<file path="config.mk">
export PLATFORM = sky130hd
export DESIGN_NAME = score_display
export DESIGN_NICKNAME = d
export VERILOG_FILES = /design/src/rtl/score_display_pkg.sv /design/src/rtl/score_display_bin2bcd.sv /design/src/rtl/score_display.sv
export SDC_FILE = /design/constraint.sdc
export NUM_CORES = 1
export LEC_CHECK = 0
export CAP_MARGIN = 20
export CORE_MARGIN = 2
export CORE_UTILIZATION = 39
export DETAILED_ROUTE_END_ITERATION = 10
export DONT_BUFFER_PORTS = 1
export GPL_TIMING_DRIVEN = 0
export MAX_ROUTING_LAYER = met4
export PLACE_DENSITY = 0.54
export SYNTH_ARGS = -nofsm -noshare
export SYNTH_HDL_FRONTEND = slang
export SYNTH_HIERARCHICAL = 1
export SYNTH_SLANG_ARGS = --single-unit
</file>
<file path="constraint.sdc">
create_clock -name clk -period 7 [get_ports clk]
set_input_delay 0.7 -clock clk [delete_from_list [all_inputs] [get_ports clk]]
set_output_delay 0.7 -clock clk [all_outputs]
set_load 0.05 [all_outputs]
</file>
<file path="src/rtl/score_display_pkg.sv">
// Shared types, segment encodings and small helpers for the score display.
package score_disp_pkg;

  localparam int unsigned SCORE_W     = 7;
  localparam int unsigned DIGIT_W     = 4;
  localparam int unsigned SEG_W       = 7;
  localparam int unsigned NUM_SHIFTS  = 7;
  localparam int unsigned SHIFT_CNT_W = 3;

  typedef enum logic [1:0] {
    IDLE  = 2'd0,
    SHIFT = 2'd1,
    LOAD  = 2'd2
  } conv_state_e;

  typedef enum logic {
    NORMAL = 1'b0,
    FLASH  = 1'b1
  } flash_state_e;

  // Three-digit BCD accumulator used by the shift-add-3 converter.
  typedef struct packed {
    logic [DIGIT_W-1:0] hundreds;
    logic [DIGIT_W-1:0] tens;
    logic [DIGIT_W-1:0] ones;
  } bcd_t;

  // Segment order is {g,f,e,d,c,b,a}, active-high.
  localparam logic [SEG_W-1:0] SEG_0     = 7'b0111111;
  localparam logic [SEG_W-1:0] SEG_1     = 7'b0000110;
  localparam logic [SEG_W-1:0] SEG_2     = 7'b1011011;
  localparam logic [SEG_W-1:0] SEG_3     = 7'b1001111;
  localparam logic [SEG_W-1:0] SEG_4     = 7'b1100110;
  localparam logic [SEG_W-1:0] SEG_5     = 7'b1101101;
  localparam logic [SEG_W-1:0] SEG_6     = 7'b1111101;
  localparam logic [SEG_W-1:0] SEG_7     = 7'b0000111;
  localparam logic [SEG_W-1:0] SEG_8     = 7'b1111111;
  localparam logic [SEG_W-1:0] SEG_9     = 7'b1101111;
  localparam logic [SEG_W-1:0] SEG_DASH  = 7'b1000000;
  localparam logic [SEG_W-1:0] SEG_BLANK = 7'b0000000;

  function automatic logic [SEG_W-1:0] seg_decode(input logic [DIGIT_W-1:0] val);
    logic [SEG_W-1:0] seg;
    case (val)
      4'd0:    seg = SEG_0;
      4'd1:    seg = SEG_1;
      4'd2:    seg = SEG_2;
      4'd3:    seg = SEG_3;
      4'd4:    seg = SEG_4;
      4'd5:    seg = SEG_5;
      4'd6:    seg = SEG_6;
      4'd7:    seg = SEG_7;
      4'd8:    seg = SEG_8;
      4'd9:    seg = SEG_9;
      default: seg = SEG_BLANK;
    endcase
    return seg;
  endfunction

  // Double-dabble correction applied to one BCD nibble before each shift.
  function automatic logic [DIGIT_W-1:0] add3_adj(input logic [DIGIT_W-1:0] nib);
    return (nib >= 4'd5) ? DIGIT_W'(nib + 4'd3) : nib;
  endfunction

endpackage

</file>
<file path="src/rtl/score_display_bin2bcd.sv">
// Multi-cycle binary-to-BCD converter: one shift-add-3 step per clock.
module bin2bcd_seq
  import score_disp_pkg::*;
(
  input  logic               clk,
  input  logic               nRst,
  input  logic               start,
  input  logic [SCORE_W-1:0] bin,
  output logic               busy,
  output logic               done,
  output logic [DIGIT_W-1:0] hundreds,
  output logic [DIGIT_W-1:0] tens,
  output logic [DIGIT_W-1:0] ones
);

  conv_state_e            r_state;
  conv_state_e            w_state_nxt;
  logic [SCORE_W-1:0]     r_sr;
  logic [SCORE_W-1:0]     w_sr_nxt;
  bcd_t                   r_bcd;
  bcd_t                   w_bcd_nxt;
  bcd_t                   w_adj;
  logic [SHIFT_CNT_W-1:0] r_cnt;
  logic [SHIFT_CNT_W-1:0] w_cnt_nxt;

  always_ff @(posedge clk or negedge nRst) begin
    if (!nRst) begin
      r_state <= IDLE;
      r_sr    <= '0;
      r_bcd   <= '0;
      r_cnt   <= '0;
    end else begin
      r_state <= w_state_nxt;
      r_sr    <= w_sr_nxt;
      r_bcd   <= w_bcd_nxt;
      r_cnt   <= w_cnt_nxt;
    end
  end

  always_comb begin
    w_state_nxt    = r_state;
    w_sr_nxt       = r_sr;
    w_bcd_nxt      = r_bcd;
    w_cnt_nxt      = r_cnt;
    w_adj.hundreds = add3_adj(r_bcd.hundreds);
    w_adj.tens     = add3_adj(r_bcd.tens);
    w_adj.ones     = add3_adj(r_bcd.ones);
    case (r_state)
      IDLE: begin
        if (start) begin
          w_sr_nxt    = bin;
          w_bcd_nxt   = '0;
          w_cnt_nxt   = '0;
          w_state_nxt = SHIFT;
        end
      end
      SHIFT: begin
        // Corrected accumulator and remaining binary bits shift as one word.
        {w_bcd_nxt, w_sr_nxt} = {w_adj, r_sr} << 1;
        w_cnt_nxt = SHIFT_CNT_W'(r_cnt + 1'b1);
        if (r_cnt == SHIFT_CNT_W'(NUM_SHIFTS - 1)) begin
          w_state_nxt = LOAD;
        end
      end
      LOAD: begin
        w_state_nxt = IDLE;
      end
      default: begin
        w_state_nxt = IDLE;
      end
    endcase
  end

  assign busy     = (r_state != IDLE);
  assign done     = (r_state == LOAD);
  assign hundreds = r_bcd.hundreds;
  assign tens     = r_bcd.tens;
  assign ones     = r_bcd.ones;

endmodule

</file>
<file path="src/rtl/score_display.sv">
// Score reader: converts the tracker score to two seven-segment digits and
// flashes the frozen final score at game end before showing the new value.
module score_display
  import score_disp_pkg::*;
#(
  parameter int unsigned FLASH_HALF    = 6_000_000,
  parameter int unsigned FLASH_PERIODS = 3
) (
  input  logic               clk,
  input  logic               nRst,
  input  logic [SCORE_W-1:0] dispScore,
  input  logic               isGameComplete,
  output logic [SEG_W-1:0]   ss1,
  output logic [SEG_W-1:0]   ss0,
  output logic               flashing
);

  localparam int unsigned HALF_W    = (FLASH_HALF > 1) ? $clog2(FLASH_HALF) : 1;
  localparam int unsigned PER_W     = $clog2(FLASH_PERIODS + 1);
  localparam int unsigned HALF_LAST = FLASH_HALF - 1;
  localparam int unsigned PER_LAST  = FLASH_PERIODS - 1;

  logic [SCORE_W-1:0] r_last_score;
  logic               r_gc_prev;
  logic [DIGIT_W-1:0] r_hund;
  logic [DIGIT_W-1:0] r_tens;
  logic [DIGIT_W-1:0] r_ones;

  flash_state_e       r_fstate;
  flash_state_e       w_fstate_nxt;
  logic [HALF_W-1:0]  r_half;
  logic [HALF_W-1:0]  w_half_nxt;
  logic [PER_W-1:0]   r_per;
  logic [PER_W-1:0]   w_per_nxt;
  logic               r_blank;
  logic               w_blank_nxt;

  logic               w_gc_rise;
  logic               w_start;
  logic               w_busy;
  logic               w_done;
  logic [DIGIT_W-1:0] w_hund;
  logic [DIGIT_W-1:0] w_tens;
  logic [DIGIT_W-1:0] w_ones;

  assign w_gc_rise = isGameComplete & ~r_gc_prev;

  // Freeze: a flash in progress or starting this edge blocks new conversions.
  assign w_start = ~w_busy & (dispScore != r_last_score) &
                   (r_fstate == NORMAL) & ~w_gc_rise;

  bin2bcd_seq u_bin2bcd (
    .clk      (clk),
    .nRst     (nRst),
    .start    (w_start),
    .bin      (dispScore),
    .busy     (w_busy),
    .done     (w_done),
    .hundreds (w_hund),
    .tens     (w_tens),
    .ones     (w_ones)
  );

  always_ff @(posedge clk or negedge nRst) begin
    if (!nRst) begin
      r_last_score <= '0;
      r_gc_prev    <= 1'b0;
      r_hund       <= '0;
      r_tens       <= '0;
      r_ones       <= '0;
    end else begin
      r_gc_prev <= isGameComplete;
      if (w_start) begin
        r_last_score <= dispScore;
      end
      if (w_done) begin
        r_hund <= w_hund;
        r_tens <= w_tens;
        r_ones <= w_ones;
      end
    end
  end

  always_ff @(posedge clk or negedge nRst) begin
    if (!nRst) begin
      r_fstate <= NORMAL;
      r_half   <= '0;
      r_per    <= '0;
      r_blank  <= 1'b0;
    end else begin
      r_fstate <= w_fstate_nxt;
      r_half   <= w_half_nxt;
      r_per    <= w_per_nxt;
      r_blank  <= w_blank_nxt;
    end
  end

  always_comb begin
    w_fstate_nxt = r_fstate;
    w_half_nxt   = r_half;
    w_per_nxt    = r_per;
    w_blank_nxt  = r_blank;
    case (r_fstate)
      NORMAL: begin
        if (w_gc_rise) begin
          w_fstate_nxt = FLASH;
          w_half_nxt   = '0;
          w_per_nxt    = '0;
          w_blank_nxt  = 1'b1;
        end
      end
      FLASH: begin
        if (!isGameComplete) begin
          w_fstate_nxt = NORMAL;
          w_blank_nxt  = 1'b0;
        end else if (r_half == HALF_W'(HALF_LAST)) begin
          w_half_nxt  = '0;
          w_blank_nxt = ~r_blank;
          // End of a lit half closes one blank+lit period.
          if (!r_blank) begin
            w_per_nxt = PER_W'(r_per + 1'b1);
            if (r_per == PER_W'(PER_LAST)) begin
              w_fstate_nxt = NORMAL;
              w_blank_nxt  = 1'b0;
            end
          end
        end else begin
          w_half_nxt = HALF_W'(r_half + 1'b1);
        end
      end
      default: begin
        w_fstate_nxt = NORMAL;
        w_blank_nxt  = 1'b0;
      end
    endcase
  end

  // Segment decode: dashes for 100+, leading-zero suppression on the tens digit.
  always_comb begin
    ss1 = SEG_BLANK;
    ss0 = SEG_BLANK;
    if (!r_blank) begin
      if (r_hund != '0) begin
        ss1 = SEG_DASH;
        ss0 = SEG_DASH;
      end else begin
        ss1 = (r_tens == '0) ? SEG_BLANK : seg_decode(r_tens);
        ss0 = seg_decode(r_ones);
      end
    end
  end

  assign flashing = (r_fstate == FLASH);

endmodule

</file>
* Yosys cells after proc, flatten, opt, wreduce, memory -nomap -nowiden
Memories as Yosys holds them, arrays and structs flattened.
Cells that the tools add are included.
** Storage, ports and cells
- Register bits after elaboration :: 71
- Bits in latches :: 0
- RAM bits :: 0
- ROM bits :: 224
- Input bits :: 10
- Logic and storage cells :: 96
- Memories kept :: 2
** Operators by class
- Add/subtract/negate cells :: 6
- Multipliers :: 0
- Divide/modulo/power cells :: 0
- $lt $le $gt $ge :: 3
- Eq/ne operators :: 13
- Shift-type cells :: 0
- Muxes and demuxes :: 38
- Bitwise operators :: 9
- Reduce and logical (&&, ||, !) cells :: 10
** Memory list
- (name not given) :: depth 16, width 7, read ports 1, clocked after Yosys merged registers in 0, write ports 0, line score_display_pkg.sv:44 : case (val)
- (name not given) :: depth 16, width 7, read ports 1, clocked after Yosys merged registers in 0, write ports 0, line score_display_pkg.sv:44
** Operators with widths (number)
- 2-to-1 mux 23 bit :: 3
- one-hot mux 23 bit (2 select lines) :: 1
- 2-to-1 mux 7 bit :: 6
- one-hot mux 12 bit (2 select lines) :: 1
- adder 23 x 1 -> 23 bit, second input constant :: 1
- == test 23 bit, second input constant :: 1
- one-hot mux 7 bit (2 select lines) :: 1
- greater-or-equal comparator 4 x 3 -> 1 bit, second input constant :: 3
- 2-to-1 mux 12 bit :: 1
- 2-to-1 mux 2 bit :: 6
- 2-to-1 mux 1 bit :: 10
- adder 4 x 2 -> 4 bit, second input constant :: 2
- 2-to-1 mux 4 bit :: 2
- one-hot mux 2 bit (2 select lines) :: 2
- AND reduction 2 bit :: 4
- != test 7 bit :: 1
- 2-to-1 mux 3 bit :: 2
- != test 2 x 1 -> 1 bit, second input constant :: 3
- != test 2 bit, second input constant :: 3
- one-hot mux 3 bit (2 select lines) :: 1
- NOT 1 bit :: 5
- bitwise AND 1 bit :: 4
- == test 2 bit, second input constant :: 2
- logical NOT 4 bit :: 1
- 11 further kinds :: 13

* Logic depth before layout (Yosys ltp)
- Depth after elaboration :: 7
- Mapped depth :: 8

* By module
Netlist, hierarchy kept.
** By module, submodules not included
- score_display :: times used 1, cells an instance 295, area each 2756.4 sq um
- bin2bcd_seq :: times used 1, cells an instance 126, area each 1306.3 sq um

* Worst setup path after synthesis
Ideal clock, no wire load.
- Path type :: reg2out
- Start point :: register r_hund[1]
- End point :: output ss0[1]
- Data arrival time :: 1.894 ns
- Data required time :: 6.300 ns
- Slack :: 4.406 ns
- Stages on the path, launching flop included :: 5
- Cell sequence :: dfrtp_1 nor4_1 nor2b_1 nand2_1 a21oi_1
** Between the ends
- Cells in the longest elaborated chain, start to end :: 3
** RTL lines
- from (decl) :: line score_display.sv:25 : logic [DIGIT_W-1:0] r_hund;
- from (signal assigned) :: line score_display.sv:77 : r_hund <= w_hund;
- nonzero test 4 bit :: line score_display.sv:143 : if (r_hund != '0) begin
- 2-to-1 mux 7 bit :: line score_display.sv:143
- 2-to-1 mux 7 bit :: line score_display.sv:142 : if (!r_blank) begin
- to (decl) :: line score_display.sv:14 : output logic [SEG_W-1:0] ss0,
No other way between the ends.

* Worst setup path in the final report
Same ends and word-level chain as after synthesis.

==> results.tsv <==
metric	value	unit
post-route setup slack	3.66	ns
RePlAce Congestion	0.855	
synthesized area	0.00406	mm^2
root buffer cell	clkbuf_8	
Die H	106	um
H-Tree Level Count	3	
grt ovf	0	
fin crit period	3.34	ns
Post-synth EDFFs	0	
pwr dens	368	mW/mm^2
Clk Latency, worst-skew pair	0.36	ns
DIE AREA	0.0112	mm^2
fmax	0.299	GHz
Worst path slowest cell	a21oi_1	
final setup violating endpoints	0	
leakage	0.00192	uW
DRT Pass-1 Iters	4	
Mean Syn Cell Area	9.65	um^2
diode count	0	
CTS tree	done	
FF+latch area	0.00178	mm^2
Routed WL per cell	16.2	um
Port Buf Inserts	0	
vias in the first global route	3224	
io pins	25	
Slew @ Worst Pin	1.14	ns
Gate Count Post-Synth	421	
overall die width	106	um
post-synthesis sequential area ratio	0.437	
area delta synth->final	9.64	%
Reg clk slew, reported paths	0.08	ns
Slew HR	0.235	
cell family with most CP delay	simple AND/OR/NAND/NOR gates	
Fin Setup TNS	0	ns
critical path fanouts, max	5	
Critical Path Sink Type	output port	
area of the multi-input gates	0.00211	mm^2
initial core utilization	0.397	
Critical Path Max Stage Delay	0.82	ns
CP bufs+invs	0	
Initial DRC Count	132	
Clock Sinks	71	
CTS Buf Count	9	
total global-route track usage	0.184	
dominant cells by area after synthesis	dfrtp_1 44%, ha_1 6.2%, nand2_1 5.0%	
Fin. Hold Viols	0	
post_cts resized	0	
Max Cap Viol	0	
RSZ-0062 raised after global routing	false	
Final nets	464	
max-slew violations	0	
post-synthesis register bit count	71	
YS warnings	6	
pin count of the biggest net entering global routing	72	
Longest Clk Path Bufs	2	
core box area	0.0102	mm^2
fin crit share	0.478	
first-pass GRT wire length	15800	um
layout cells sized above 1	0.123	
startpoint types	flip-flop	
final WL	9330	um
dpl hpwl	6550	um
initial antenna violation count	0	
worst clock skew	0.0134	ns
DRT antenna net count	0	
worst hold path type	input pin to asynchronous set/reset pin	
Synth top area share	0.437	
Yosys cell types	55	
Crit path required time	6.30	ns
VDD IR-drop max	0.185	mV
FILL cells	997	
Async S/R FF share, synth	1.00	
Critical Setup Path Class	flip-flop to output port	
dpl ws	3.96	ns
syn nets	451	
Rows	37	
outcome	completed	
CP cell instances	nor4_1, nor2b_1, nand2_1, a21oi_1	
Worst R2R Start	u_bin2bcd/r_state[0]	
CP Launch Point	r_hund[1]	
Most used DFF post-synth	dfrtp_1	
Crit path arrival time	2.64	ns
DR DRC count	0	
vias post-DR	3217	
area leader, netlist	dfrtp_1	
average via count per standard cell	5.59	
synthesized netlist by cell type, drive strengths merged, types with 3 or more instances:
cell	instances
dfrtp	71
nand2	54
o21ai	35
inv	25
a21oi	22
ha	20
a31oi	17
nor2	17
mux2	14
nand3	10
a21o	9
buf	8
nand4	8
nor3	8
nor2b	7
nor4	7
and3	6
clkbuf	6
nand2b	6
o2111ai	6
xnor2	6
a22oi	5
mux2i	5
a22o	4
a32o	4
and4	4
o31ai	4
xor2	4
o21a	3
o221ai	3
o311ai	3
worst reg2reg max path, delay by kind of cell (launching register included):
family / cells / cell delay, ns
AO/OA/AOI/OAI: 2 / 0.51
buffers and inverters: 2 / 0.44
flip-flops: 1 / 0.43
AND/OR/NAND/NOR: 2 / 0.99
power by group:
group	switching [uW]	internal [uW]	total [uW]
clock network	172	168	341
registers	104	520	624
logic	427	246	673
total	704	933	1640
cells in the final DEF, fill, tap and decap left out, types with 3 or more instances in the layout:
master      n
mux2i_1     5
buf_4       3
o21ai_0    34
nand4_1     8
xor2_1      4
nand2b_1    6
xnor2_1     6
o221ai_1    3
o311ai_1    3
o31ai_1     3
nor2_1     17
and3_1      6
a22oi_1     5
and4_1      4
a32o_1      4
nor4_2      3
o21a_1      3
inv_1      24
buf_2       4
mux2_2     14
a21oi_1    20
a31oi_1    17
ha_1       20
o2111ai_1   6
clkbuf_8    9
dfrtp_1    71
nand2_1    54
a21o_1      9
clkbuf_1    6
nor4_1      4
nand3_1    10
a22o_1      4
nor2b_1     5
nor3_1      8
final timing paths:
path                            cells after the start  slack, ns                 to
max in group asynchronous                           1       6.03          r_ones[1]
worst min-delay path                                0       0.04          r_half[0]
worst min register to register                      1       0.47         r_half[22]
worst max register to register                      6       4.53  u_bin2bcd/r_sr[0]
worst max-delay path                                4       3.66             ss0[1]
min in group clk                                    0       0.38          r_gc_prev
logic make-up after synthesis:
logic type      count (synthesis)  synth area share
mux                            19            0.0511
flops                          71             0.437
fa+ha+maj                      20            0.0616
xor+xnor                       10            0.0216
simple gates                  137             0.180
buf+inv                        39            0.0428
compound gates                125             0.205
flip-flops by register name (all words and copies together), names as in the netlist:
register,cells
u_bin2bcd/tens,4
r_gc_prev,1
r_half,23
r_blank,1
r_tens,4
u_bin2bcd/r_cnt,3
r_per,2
u_bin2bcd/hundreds,4
r_last_score,7
u_bin2bcd/r_state,2
flashing,1
u_bin2bcd/ones,4
r_hund,4
r_ones,4
u_bin2bcd/r_sr,7
per-stage QoR:
stage | power (uW) | utilization | cell area (um^2) | std cells | hold WS [ns]
global route | 1760 | 0.435 | 4450 | 575 | 0.00319
detailed placement | 1310 | 0.414 | 4240 | 558 | 0.407
global placement | 1290 | 0.414 | 4230 | 557 | 0.407
floorplan | 1170 | - | 4060 | 421 | 0.404
finish | 1640 | 0.435 | 4450 | 575 | 0.0423
CTS | 1660 | 0.434 | 4440 | 574 | 0.0127
final cells by class:
type	instances	share of cell area
Buffer	14	0.0180
Clock buffer	9	0.0278
Clock inverter	7	0.0180
Inverter	25	0.0211
Multi-Input combinational cell	311	0.474
Sequential cell	71	0.399
Tap cell	136	0.0382
Timing Repair Buffer	2	0.00393
layer usage:
layer / up-vias / wire length (um) / global-route usage
li1: 1569 / - / -
met1: 1565 / 4340 / 0.220
met2: 68 / 4440 / 0.298
met3: 15 / 346 / 0.0521
met4: 0 / 200 / 0.0648
met5: - / 0 / -
timing repair:
action | in CTS | in global routing
setup buffers | 0 | 0
endpoints found under the hold margin | 0 | 6
hold buffers | 0 | 1
(Power assumes the default switching activity.)
